--- src/rtl/pixel_readout_sequencer.sv ---
// Frame-level sequencer for the pixel array: global erase, global exposure,
// then a row-by-row walk (select, convert, release) with per-row timeouts.
// Every output is a flop loaded from the next-state decode, so outputs
// change together with the state register.
module pixel_readout_sequencer #(
    parameter int ROWS           = 3,
    parameter int WIDTH          = 2,
    parameter int ERASE_CYCLES   = 4,
    parameter int EXPOSE_CYCLES  = 16,
    parameter int TIMEOUT_CYCLES = 255,
    parameter int CNT_WIDTH      = 16
) (
    input  logic             clk,
    input  logic             reset,
    input  logic             start,
    input  logic             continuous,
    input  logic             row_done,
    output logic             ERASE,
    output logic             EXPOSE,
    output logic             enable,
    output logic [WIDTH-1:0] decoder_select,
    output logic             busy,
    output logic             frame_done,
    output logic             timeout_err
);

    localparam logic [CNT_WIDTH-1:0] ERASE_LAST   = CNT_WIDTH'(ERASE_CYCLES - 1);
    localparam logic [CNT_WIDTH-1:0] EXPOSE_LAST  = CNT_WIDTH'(EXPOSE_CYCLES - 1);
    localparam logic [CNT_WIDTH-1:0] TIMEOUT_LAST = CNT_WIDTH'(TIMEOUT_CYCLES - 1);
    localparam logic [WIDTH-1:0]     LAST_ROW     = WIDTH'(ROWS - 1);

    typedef enum logic [2:0] {
        ST_IDLE,
        ST_ERASE_PH,
        ST_EXPOSE_PH,
        ST_SELECT,
        ST_CONVERT,
        ST_RELEASE,
        ST_FRAME_DONE
    } state_t;

    state_t               state_q, state_d;
    logic [CNT_WIDTH-1:0] cnt_q, cnt_d;
    logic [WIDTH-1:0]     row_q, row_d;
    logic [WIDTH-1:0]     sel_q, sel_d;
    logic                 row_done_q;
    logic                 erase_q, erase_d;
    logic                 expose_q, expose_d;
    logic                 enable_q, enable_d;
    logic                 busy_q, busy_d;
    logic                 frame_done_q, frame_done_d;
    logic                 timeout_q, timeout_d;

    // Next-state, counter, row index and sticky timeout; outputs decoded from the next state.
    always_comb begin
        state_d   = state_q;
        cnt_d     = cnt_q;
        row_d     = row_q;
        timeout_d = timeout_q;

        case (state_q)
            ST_IDLE: begin
                if (start) begin
                    state_d   = ST_ERASE_PH;
                    cnt_d     = '0;
                    row_d     = '0;
                    timeout_d = 1'b0;
                end
            end
            ST_ERASE_PH: begin
                if (cnt_q == ERASE_LAST) begin
                    state_d = ST_EXPOSE_PH;
                    cnt_d   = '0;
                end else begin
                    cnt_d = cnt_q + CNT_WIDTH'(1);
                end
            end
            ST_EXPOSE_PH: begin
                if (cnt_q == EXPOSE_LAST) begin
                    state_d = ST_SELECT;
                    cnt_d   = '0;
                end else begin
                    cnt_d = cnt_q + CNT_WIDTH'(1);
                end
            end
            ST_SELECT: begin
                state_d = ST_CONVERT;
                cnt_d   = '0;
            end
            ST_CONVERT: begin
                if (row_done_q) begin
                    state_d = ST_RELEASE;
                    cnt_d   = '0;
                end else if (cnt_q == TIMEOUT_LAST) begin
                    state_d   = ST_RELEASE;
                    cnt_d     = '0;
                    timeout_d = 1'b1;
                end else begin
                    cnt_d = cnt_q + CNT_WIDTH'(1);
                end
            end
            ST_RELEASE: begin
                if (!row_done_q || cnt_q == TIMEOUT_LAST) begin
                    if (row_done_q) begin
                        timeout_d = 1'b1;
                    end
                    cnt_d = '0;
                    if (row_q == LAST_ROW) begin
                        state_d = ST_FRAME_DONE;
                    end else begin
                        state_d = ST_SELECT;
                        row_d   = row_q + WIDTH'(1);
                    end
                end else begin
                    cnt_d = cnt_q + CNT_WIDTH'(1);
                end
            end
            ST_FRAME_DONE: begin
                if (continuous) begin
                    state_d = ST_ERASE_PH;
                    cnt_d   = '0;
                    row_d   = '0;
                end else begin
                    state_d = ST_IDLE;
                end
            end
            default: begin
                state_d = ST_IDLE;
                cnt_d   = '0;
                row_d   = '0;
            end
        endcase

        erase_d      = (state_d == ST_ERASE_PH);
        expose_d     = (state_d == ST_EXPOSE_PH);
        enable_d     = (state_d == ST_CONVERT);
        busy_d       = (state_d != ST_IDLE);
        frame_done_d = (state_d == ST_FRAME_DONE);

        case (state_d)
            ST_IDLE:   sel_d = '0;
            ST_SELECT: sel_d = row_d;
            default:   sel_d = sel_q;
        endcase
    end

    // State, counters and registered outputs; reset drops every output immediately.
    always_ff @(posedge clk or negedge reset) begin
        if (!reset) begin
            state_q      <= ST_IDLE;
            cnt_q        <= '0;
            row_q        <= '0;
            sel_q        <= '0;
            row_done_q   <= 1'b0;
            erase_q      <= 1'b0;
            expose_q     <= 1'b0;
            enable_q     <= 1'b0;
            busy_q       <= 1'b0;
            frame_done_q <= 1'b0;
            timeout_q    <= 1'b0;
        end else begin
            state_q      <= state_d;
            cnt_q        <= cnt_d;
            row_q        <= row_d;
            sel_q        <= sel_d;
            row_done_q   <= row_done;
            erase_q      <= erase_d;
            expose_q     <= expose_d;
            enable_q     <= enable_d;
            busy_q       <= busy_d;
            frame_done_q <= frame_done_d;
            timeout_q    <= timeout_d;
        end
    end

    assign ERASE          = erase_q;
    assign EXPOSE         = expose_q;
    assign enable         = enable_q;
    assign decoder_select = sel_q;
    assign busy           = busy_q;
    assign frame_done     = frame_done_q;
    assign timeout_err    = timeout_q;

endmodule
--- config.mk ---
export PLATFORM = sky130hd
export DESIGN_NAME = pixel_readout_sequencer
export DESIGN_NICKNAME = d
export VERILOG_FILES = /design/src/rtl/pixel_readout_sequencer.sv
export SDC_FILE = /design/constraint.sdc
export NUM_CORES = 1
export LEC_CHECK = 0
export ABC_AREA = 1
export BUFFER_PORTS_ARGS = -buffer_cell sky130_fd_sc_hd__buf_2
export CAP_MARGIN = 20
export CORE_UTILIZATION = 30
export DETAILED_ROUTE_END_ITERATION = 8
export PLACE_DENSITY = 0.45
export SETUP_SLACK_MARGIN = 0.1
export SLEW_MARGIN = 15
export SYNTH_ARGS = -nofsm -noshare
export SYNTH_HDL_FRONTEND = slang
export SYNTH_SLANG_ARGS = --single-unit
--- constraint.sdc ---
create_clock -name clk -period 1.6 [get_ports clk]
set_clock_uncertainty 0.1 [all_clocks]
set_input_delay 0.16 -clock clk [delete_from_list [all_inputs] [get_ports clk]]
set_output_delay 0.16 -clock clk [all_outputs]
set_load 0.02 [all_outputs]
==> metrics.yaml, run 1 <==
timing:
  slew_headroom_pct: 54.69
  whs_ns: 0.1385
  timing.final.ws_setup_ns: -0.2053
  max_freq_mhz: 553.9
  hold_viol_final: 0
  rsz0062_at_grt: "yes"
  slew_viol_final: 0
  worstMarginPinSlew_ns: 0.6796
  post-route-period-util_pct: 112.8
  fin_crit_ns: 1.805
  fin_tns_setup_ns: -3.598
  finalSetupViolations: 26
floorplan:
  initial_core_util_pct: 31.90
  io_pins: 13
  rows: 27
  die_x_um: 79.69
  die-area_sq_um: 6350
  core_area_sq_um: 5675
  die_height_um: 79.69
synthesis:
  synth-seq-cells: 30
  ys_seq_area_share_pct: 41.47
  synth_fp_nets: 238
  synthCells: 229
  ys_types: 30
  avgSynthCellArea_sq_um: 7.906
  yosys_warnings: 0
  syn_area_sq_um: 1810
routing:
  ant_nets: 0
  drt-initial-drc-count: 90
  first_pass_iters: 4
  drc_errors: 0
  wl_per_cell_um: 12.70
  vias: 1842
  wirelength_um: 5104
  routed_via_density: 4.582
status:
  failed_checks: "setup timing"
  status: "complete, but fails checks"
worst_hold_path:
  worstHoldStart: "start"
  hold_class: "input port to flop"
  whs_endpoint: "timeout_err"
  whs_path_depth: 4
power:
  p_clk_share_pct: 28.1
  ir_drop_mv: 0.4788
  p_switching_w: 0.0008195
  swShare_pct: 31.90
  p_int_w: 0.001749
  pwr_density_cell_nw_per_um2: 874.3
  p_total_w: 0.002569
  pwr-share-comb_pct: 33.4
  p_leak_nw: 1.478
  seqPwrFrac_pct: 38.5
global_route:
  first_global_vias: 1769
  gr-usage-met3_pct: 4.114
  top_usage_layer: "met2"
  grt_usage_pct: 17.43
  grt_pass1_wl_um: 8273
  gr-usage-met1_pct: 24.08
  grt_max_degree: 31
  gr-usage-met2_pct: 26.41
  grt.overflow.total: 0
  antenna_found_initial: 0
final_layout:
  fin_nets: 338
  fillers: 551
  final_area_sq_um: 2938
  antennaDiodeCount: 0
  drive_above_1_share_pct: 53.03
  area_growth_pct: 62.27
setup_path:
  r2r_start: "cnt_q[1]"
  startpoint_type: "flop"
  crit_path_end_kind: "flop"
  reg2reg_setup_slack_ns: -0.21
  r2r-end: "busy"
  crit_type: "flop to flop"
  worstPathArrival_ns: 1.89
  required_ns: 1.68
  reg2reg_depth: 12
  path_max_fanout: 4
place:
  io_buffer_count: 12
  gp_routability_congestion: 0.8599
  placed_cell_area_sq_um: 2421
  hpwl_um: 3548
clocking:
  cts.clk_slew.worst_paths_ns: 0.06
  cts-root-buf: "clkbuf_8"
  clockBufferDepth: 2
  cts_buffers: 5
  clk_latency_ns: 0.28
  cts_sinks: 30
  h-tree-depth: 2
  cts_tree: "done"
flow_run:
  cap_violations: 0
## timing repair
| action | CTS | global route |
|---|---|---|
| endpoints found under the setup margin | 28 | 29 |
| setup buffers | 8 | 14 |
| resized for setup | 46 | 26 |
| pin swaps | 11 | 9 |
| endpoints found under the hold margin | 31 | 0 |
| hold buffers | 2 | 0 |
## state kept, by name (all words and copies together), names as in the netlist
| signal | flops |
|---|---|
| cnt_q | 16 |
| frame_done | 1 |
| decoder_select | 2 |
| ERASE | 1 |
| timeout_err | 1 |
| busy | 1 |
| EXPOSE | 1 |
| state_q | 3 |
| row_q | 2 |
| row_done_q | 1 |
| enable | 1 |
## worst max-delay path by stage
stage | depth (start not counted) | start | endpoint
floorplan | 13 | cnt_q[0] | decoder_select[0]
global placement | 13 | cnt_q[0] | decoder_select[1]
detailed placement | 13 | cnt_q[0] | decoder_select[0]
CTS | 12 | cnt_q[0] | busy
global route | 13 | cnt_q[0] | decoder_select[0]
finish | 12 | cnt_q[1] | busy
## layout by cell type, fill, tap and decap left out, drive strengths merged
| cell type | n |
|---|---|
| nand2 | 61 |
| nor3 | 9 |
| inv | 29 |
| o31ai | 1 |
| ha | 4 |
| nand3 | 20 |
| nor2 | 39 |
| nand4 | 8 |
| a211o | 1 |
| a31oi | 3 |
| clkbuf | 8 |
| dlygate4sd3 | 2 |
| buf | 92 |
| dfrtp | 30 |
| xnor2 | 3 |
| nor4 | 1 |
| o21ai | 7 |
| a21oi | 4 |
| xor2 | 6 |
| nand3b | 1 |
| clkinv | 1 |
## per-stage QoR
stage / setup slack, ns / std cells / util, %
floorplan: -0.0005692 / 229 / -
global placement: -0.1874 / 373 / 42.66
detailed placement: -0.1743 / 373 / 42.66
CTS: -0.1539 / 391 / 48.90
global route: -0.3147 / 402 / 51.76
finish: -0.2053 / 402 / 51.76
## logic make-up after synthesis
| family | Yosys count | synth area share (%) |
|---|---|---|
| AOI/OAI and AO/OA | 16 | 5.183 |
| xor gates and xnor gates | 9 | 4.354 |
| adders and majority gates | 4 | 2.764 |
| buffers and inverters | 31 | 6.565 |
| DFF | 30 | 41.47 |
| and+or+nand+nor | 139 | 39.67 |
## power groups by stage
stage                     combinational [W]  sequential [W]  clock, W
after floorplan                    0.000286        0.000988         0
after global placement             0.000673        0.000974         0
after detailed placement           0.000667        0.000973         0
after CTS                          0.000752        0.000976  0.000751
after global routing               0.000947        0.000999  0.000787
final                              0.000858        0.000989  0.000721
## worst max-delay path, cell delays in order (launching register included)
cell     delay [ns]
dfrtp_2        0.42
buf_6          0.12
ha_4           0.13
nand3_4        0.08
nor2_4         0.13
nand2_4        0.08
nand2_4        0.09
nand2_4        0.07
nor2_4         0.13
nand2_2        0.07
nor2_2         0.09
nand2_2        0.07
buf_4          0.13
## layout make-up
type	instances	area (sq um)	share of cell area, %
repair buffers	94	721.9	24.57
clock buffers	8	110.1	3.748
multi-input cells	168	1141	38.84
flip-flops and latches	30	753.2	25.64
inverters	30	121.4	4.131
well taps	72	90.09	3.066
## cell usage after synthesis (all sizes together)
library cell | number | area (sq um)
nand2 | 61 | 296.5
nor2 | 39 | 190.2
dfrtp | 30 | 750.7
inv | 29 | 108.9
nand3 | 20 | 117.6
nor3 | 9 | 50.05
nand4 | 8 | 50.05
o21ai | 7 | 38.78
xor2 | 6 | 52.55
a21oi | 4 | 20.02
ha | 4 | 50.05
a31oi | 3 | 18.77
xnor2 | 3 | 26.28
a211o | 1 | 8.760
buf | 1 | 5.000
clkinv | 1 | 5.000
nand3b | 1 | 7.510
nor4 | 1 | 6.260
o31ai | 1 | 7.510
## layer usage
metal,wire (um),up-vias
met4,52,0
met3,110,4
met5,0,-
li1,-,941
met2,2425,16
met1,2515,881
Note: power is estimated with default switching activity, not from simulation.
==> run 2: changes to the inputs <==
==> constraint.sdc (replaced) <==
create_clock -name clk -period 1.4 [get_ports clk]
set_clock_uncertainty 0.1 [all_clocks]
set_input_delay 0.14 -clock clk [delete_from_list [all_inputs] [get_ports clk]]
set_output_delay 0.14 -clock clk [all_outputs]
set_load 0.02 [all_outputs]
==> metrics.yaml, run 2 (synthesis results as in run 1) <==
setup_path:
  cpMaxStageDelayCell: "dfrtp_2"
  startpoint_type: "flop"
  crit_chain: "buf_4 > ha_4 > nand2_4 > nor2_4 > nand2_2 > nand2_4 > nand2_4 > buf_12 > nor2_4 > buf_4 > o21ai_0"
  path_common_cell: "nand2_4"
  path_max_fanout: 3  # -1
  path_buf_inv: 3  # +1
  crit_type: "flop to flop"
  cp_slowest_stage_delay_ns: 0.38  # -0.04 ns
  worst_path_dominant_cell_family: "simple AND/OR/NAND/NOR gates"
  crit_path_end_kind: "flop"
  worstPathArrival_ns: 1.81  # -0.08 ns
  required_ns: 1.45  # -0.23 ns
floorplan:
  die-area_sq_um: 6350  # unchanged
  io_pins: 13  # unchanged
  core_area_sq_um: 5675  # unchanged
  rows: 27  # unchanged
  die_height_um: 79.69  # unchanged
  initial_core_util_pct: 31.90  # unchanged
  die_x_um: 79.69  # unchanged
clocking:
  clk_latency_ns: 0.28  # about the same
  h-tree-depth: 2  # unchanged
  cts.clk_slew.worst_paths_ns: 0.07  # about the same
  cts_tree: "done"
  cts_sinks: 30  # unchanged
  cts-root-buf: "clkbuf_8"
  clockBufferDepth: 2  # unchanged
  cts_buffers: 5  # unchanged
final_layout:
  antennaDiodeCount: 0  # unchanged
  largest_reg_flops: 16  # unchanged
  top_regs: "cnt_q: 16 flops, state_q: 3 flops"
  final_cell_mix: "buf_4 (75), nand2_1 (25), dfrtp_1 (24), nand2_2 (23), nor2_1 (16)"
  final_common_cell: "buf_4"
  fillers: 524  # -4.9%
  final_util_pct: 53.86  # +2.1 points
  largest_register: "cnt_q"
  drive_above_1_share_pct: 60.00  # +7.0 points
  fin_nets: 343  # +1.5%
  area_growth_pct: 68.83
timing:
  post-route-period-util_pct: 125.2  # +12 points
  rsz0062_at_grt: "yes"
  slew_viol_final: 0  # unchanged
  slew_headroom_pct: 74.12  # +19 points
  max_freq_mhz: 570.3  # +3.0%
  timing.final.ws_setup_ns: -0.3534  # -0.1481 ns
  hold_viol_final: 0  # unchanged
  fin_crit_ns: 1.753  # -0.05187 ns
  finalSetupViolations: 29  # +12%
  worstMarginPinSlew_ns: 0.3882  # -0.2914 ns
power:
  p_int_w: 0.001987  # +14%
  p_switching_w: 0.0009881  # +21%
  p_leak_nw: 1.514  # +2.4%
  pwr_density_cell_nw_per_um2: 973.3  # +11%
  pwr-share-comb_pct: 37.1  # +3.7 points
  seqPwrFrac_pct: 38.5  # about the same
  p_clk_share_pct: 24.4  # -3.7 points
  swShare_pct: 33.21  # +1.3 points
  ir_drop_mv: 0.4599  # -3.9%
flow_run:
  cap_violations: 0  # unchanged
global_route:
  grt_pass1_wl_um: 8625  # +4.3%
  grt.overflow.total: 0  # unchanged
  first_global_vias: 1897  # +7.2%
  antenna_found_initial: 0  # unchanged
  grt_max_degree: 31  # unchanged
  grt_usage_pct: 17.98  # +0.55 points
place:
  post-place-ws_ns: -0.3974  # -0.2231 ns
  gp_routability_congestion: 0.8711  # +1.3%
  io_buffer_count: 12  # unchanged
  hpwl_um: 3537  # -0.30%
status:
  status: "complete, but fails checks"
  failed_checks: "setup timing"
routing:
  vias: 1844  # +0.11%
  first_pass_iters: 4  # unchanged
  routed_via_density: 4.531  # -1.1%
  drc_errors: 0  # unchanged
  wl_per_cell_um: 12.52  # -1.4%
  drt-initial-drc-count: 64  # -29%
  wirelength_um: 5097  # -0.14%
  ant_nets: 0  # unchanged
worst_hold_path:
  hold_class: "input port to flop"
==> run 2: cell count changes in the layout (fill, tap and decap cells not counted), moves of 3 or more <==
cell,before,now
dfrtp_1,28,24
nor2_4,4,9
nor2_2,9,13
nand2_4,10,13
buf_12,0,3
inv_2,7,13
dfrtp_2,2,6
nor2_1,25,16
inv_1,20,14
buf_4,69,75
buf_6,11,7
nand2_1,31,25
nand2_2,20,23
==> run 2: through the flow <==
stage          TNS [ns]  cell area [sq um]  hold WS (ns)  power, W  cells
2_1_floorplan    -3.084               1828       -0.2556  0.001456    229
3_3_place_gp     -8.558               2466       0.07754  0.001868    378
3_5_place_dp     -8.294               2466       0.08267  0.001875    378
4_1_cts          -8.373               2799        0.2330  0.002733    398
5_1_grt          -10.73               3057        0.2698  0.003165    407
6_report         -8.065               3057        0.2381  0.002975    407
==> run 2: cell type report <==
class                   instances  area (sq um)  area share [%]
inverters                      30         121.4           3.971
multi-input cells             168          1214           39.71
well taps                      72         90.09           2.947
clock inverters                 1         5.005          0.1637
repair buffers                 99         782.0           25.58
flip-flops and latches         30         758.2           24.81
clock buffers                   7         86.33           2.824
==> run 2: worst reg2reg max path, delay by kind of cell, from the launching register on <==
kind	cells	cell delay (ns)
simple gates	6	0.50
buf+inv	3	0.39
flops	1	0.38
fa+ha+maj	1	0.17
compound gates	1	0.08
==> run 2: timing repair <==
action | 4_1_cts | 5_1_grt
buffers inserted | 10 | 10
resized for setup | 39 | 55
setup endpoints to repair | 29 | 29
hold buffers | 2 | 0
hold endpoints to repair | 31 | 0
gates cloned | 0 | 0
pin swaps | 16 | 20
==> run 2: per-layer routing <==
layer	vias to the layer above	GRT usage (%)	wire, um	part of all wire (%)
met5	-	0	0	0
met4	0	7.818	124	2.4
met3	12	3.771	116	2.3
met2	28	28.55	2395	47
met1	859	23.39	2461	48
li1	945	-	-	-
==> run 2: path summary, 6_finish.rpt <==
check / start / endpoint / slack (ns) / cells after the start
worst max-delay path: cnt_q[0] / cnt_q[1] / -0.35 / 11
worst min-delay path: start / ERASE / 0.24 / 6
worst max register to register: cnt_q[0] / cnt_q[1] / -0.35 / 11
worst min register to register: decoder_select[1] / decoder_select[1] / 0.40 / 2
max in group asynchronous: reset / cnt_q[1] / 0.59 / 3
min in group asynchronous: reset / cnt_q[8] / 0.29 / 3
==> run 2: power groups by stage <==
| stage | Sequential (W) | Clock (W) | Combinational (W) |
|---|---|---|---|
| after global routing | 0.00116 | 0.000789 | 0.00121 |
| after floorplan | 0.00113 | 0 | 0.000327 |
| after detailed placement | 0.00112 | 0 | 0.000752 |
| after global placement | 0.00112 | 0 | 0.000747 |
| final | 0.00115 | 0.000725 | 0.00110 |
| after CTS | 0.00112 | 0.000751 | 0.000858 |
==> run 3: changes to the inputs <==
==> constraint.sdc (replaced) <==
create_clock -name clk -period 1.4 [get_ports clk]
set_clock_uncertainty 0.1 [all_clocks]
set_input_delay 0.28 -clock clk [delete_from_list [all_inputs] [get_ports clk]]
set_output_delay 0.28 -clock clk [all_outputs]
set_load 0.02 [all_outputs]
==> metrics.yaml, run 3 (synthesis results as in run 1) <==
status:
  status: "complete, but fails checks"
  failed_checks: "setup timing"
setup_path:
  required_ns: 1.52  # +0.07 ns
  path_max_fanout: 7  # +4
  crit_path_end_kind: "flop"
  crit_type: "flop to flop"
  worstPathArrival_ns: 1.89  # +0.08 ns
  startpoint_type: "flop"
timing:
  fin_crit_ns: 1.772  # +0.01875 ns
  max_freq_mhz: 564.3  # -1.1%
  timing.final.ws_setup_ns: -0.3722  # -0.01875 ns
  finalSetupViolations: 27  # -6.9%
  rsz0062_at_grt: "yes"
  worstMarginPinSlew_ns: 0.4048  # +0.01655 ns
  hold_viol_final: 0  # unchanged
  slew_viol_final: 0  # unchanged
  slew_headroom_pct: 73.02  # -1.1 points
  post-route-period-util_pct: 126.6  # +1.3 points
clocking:
  cts_buffers: 5  # unchanged
  h-tree-depth: 2  # unchanged
  cts_tree: "done"
  cts.clk_slew.worst_paths_ns: 0.07  # about the same
  cts_sinks: 30  # unchanged
  clockBufferDepth: 2  # unchanged
  cts-root-buf: "clkbuf_8"
  clk_latency_ns: 0.28  # about the same
routing:
  first_pass_iters: 4  # unchanged
  ant_nets: 0  # unchanged
  routed_via_density: 4.565  # +0.75%
  vias: 1867  # +1.2%
  wl_per_cell_um: 12.97  # +3.6%
  drc_errors: 0  # unchanged
  drt-initial-drc-count: 80  # +25%
  wirelength_um: 5306  # +4.1%
flow_run:
  cap_violations: 0  # unchanged
global_route:
  grt_usage_pct: 18.37  # +0.39 points
  antenna_found_initial: 0  # unchanged
  grt_pass1_wl_um: 8838  # +2.5%
  grt_max_degree: 31  # unchanged
  first_global_vias: 1921  # +1.3%
  grt.overflow.total: 0  # unchanged
place:
  hpwl_um: 3606  # +1.9%
  io_buffer_count: 12  # unchanged
  dp_cells: 379  # +0.26%
  gp_routability_congestion: 0.8889  # +2.0%
floorplan:
  die-area_sq_um: 6350  # unchanged
  die_x_um: 79.69  # unchanged
  initial_core_util_pct: 31.90  # unchanged
  core_area_sq_um: 5675  # unchanged
  io_pins: 13  # unchanged
  die_height_um: 79.69  # unchanged
  rows: 27  # unchanged
final_layout:
  final_util_pct: 53.95  # +0.088 points
  largest_reg_flops: 16  # unchanged
  fillers: 541  # +3.2%
  top_regs: "cnt_q: 16 flops, state_q: 3 flops"
  fin_nets: 346  # +0.87%
  final_common_cell: "buf_4"
  final_cell_mix: "buf_4 (79), dfrtp_1 (27), nand2_1 (25), nand2_2 (22), inv_1 (17)"
  area_growth_pct: 69.11
  instances_no_fill: 409  # +0.49%
  largest_register: "cnt_q"
  antennaDiodeCount: 0  # unchanged
  drive_above_1_share_pct: 60.53  # +0.53 points
power:
  p_leak_nw: 1.522  # +0.54%
  ir_drop_mv: 0.4697  # +2.1%
  pwr_density_cell_nw_per_um2: 938.5  # -3.6%
worst_hold_path:
  hold_class: "flop to flop"
## run 3: worst max-delay path: stages (launching register included)
cell and delay [ns]:
dfrtp_2 0.47, buf_4 0.16, nand3_1 0.08, o21ai_1 0.09, buf_4 0.19, buf_4 0.15
buf_4 0.13, o21ai_0 0.14, nand2_1 0.09, nor2_2 0.11
## run 3: through the flow
stage	area (sq um)	hold WS [ns]	total power [W]	setup WS [ns]	setup TNS, ns
floorplan	1828	-0.1156	0.001456	-0.2001	-3.084
global route	3062	0.4346	0.003058	-0.4797	-10.58
detailed placement	2474	0.2248	0.001879	-0.4057	-8.495
finish	3062	0.4050	0.002873	-0.3722	-8.282
global placement	2474	0.2181	0.001880	-0.4077	-8.605
CTS	2830	0.3800	0.002666	-0.3675	-7.837
## run 3: worst paths after layout
| path | startpoint | end | slack [ns] | cells past startpoint |
|---|---|---|---|---|
| setup / recovery | state_q[1] | cnt_q[9] | -0.37 | 9 |
| hold / removal | decoder_select[0] | decoder_select[0] | 0.40 | 2 |
| setup reg to reg | state_q[1] | cnt_q[9] | -0.37 | 9 |
| hold reg to reg | decoder_select[0] | decoder_select[0] | 0.40 | 2 |
| max in group asynchronous | reset | state_q[1] | 0.44 | 3 |
| min in group asynchronous | reset | ERASE | 0.44 | 3 |
## run 3: final cells by class
cell class	count	area, sq um	share of cell area, %
clock buffer	7	76.32	2.493
sequential	30	754.5	24.64
multi-input combinational	168	1242	40.58
timing repair buffer	102	774.5	25.30
tap	72	90.09	2.942
inverter	30	123.9	4.046
## run 3: per-layer routing
metal,share of wire (%),up-vias,track usage (%),wire (um)
met1,49,888,24.89,2621
li1,-,948,-,-
met4,1.8,0,6.364,97
met5,0,-,0,0
met2,47,22,28.80,2476
met3,2.1,9,3.771,111
## run 3: repair_timing
action                     CTS  global route
hold endpoints to repair    31             0
pin swaps                   12            15
setup endpoints to repair   29            29
gates resized for setup     47            52
hold buffers                 2             0
buffers inserted            13            11
## run 3: report_power, final
part	switching, W	internal [W]
logic	0.000509	0.000575
registers	0.000138	0.000985
clock network	0.000324	0.000342
total	0.000971	0.00190
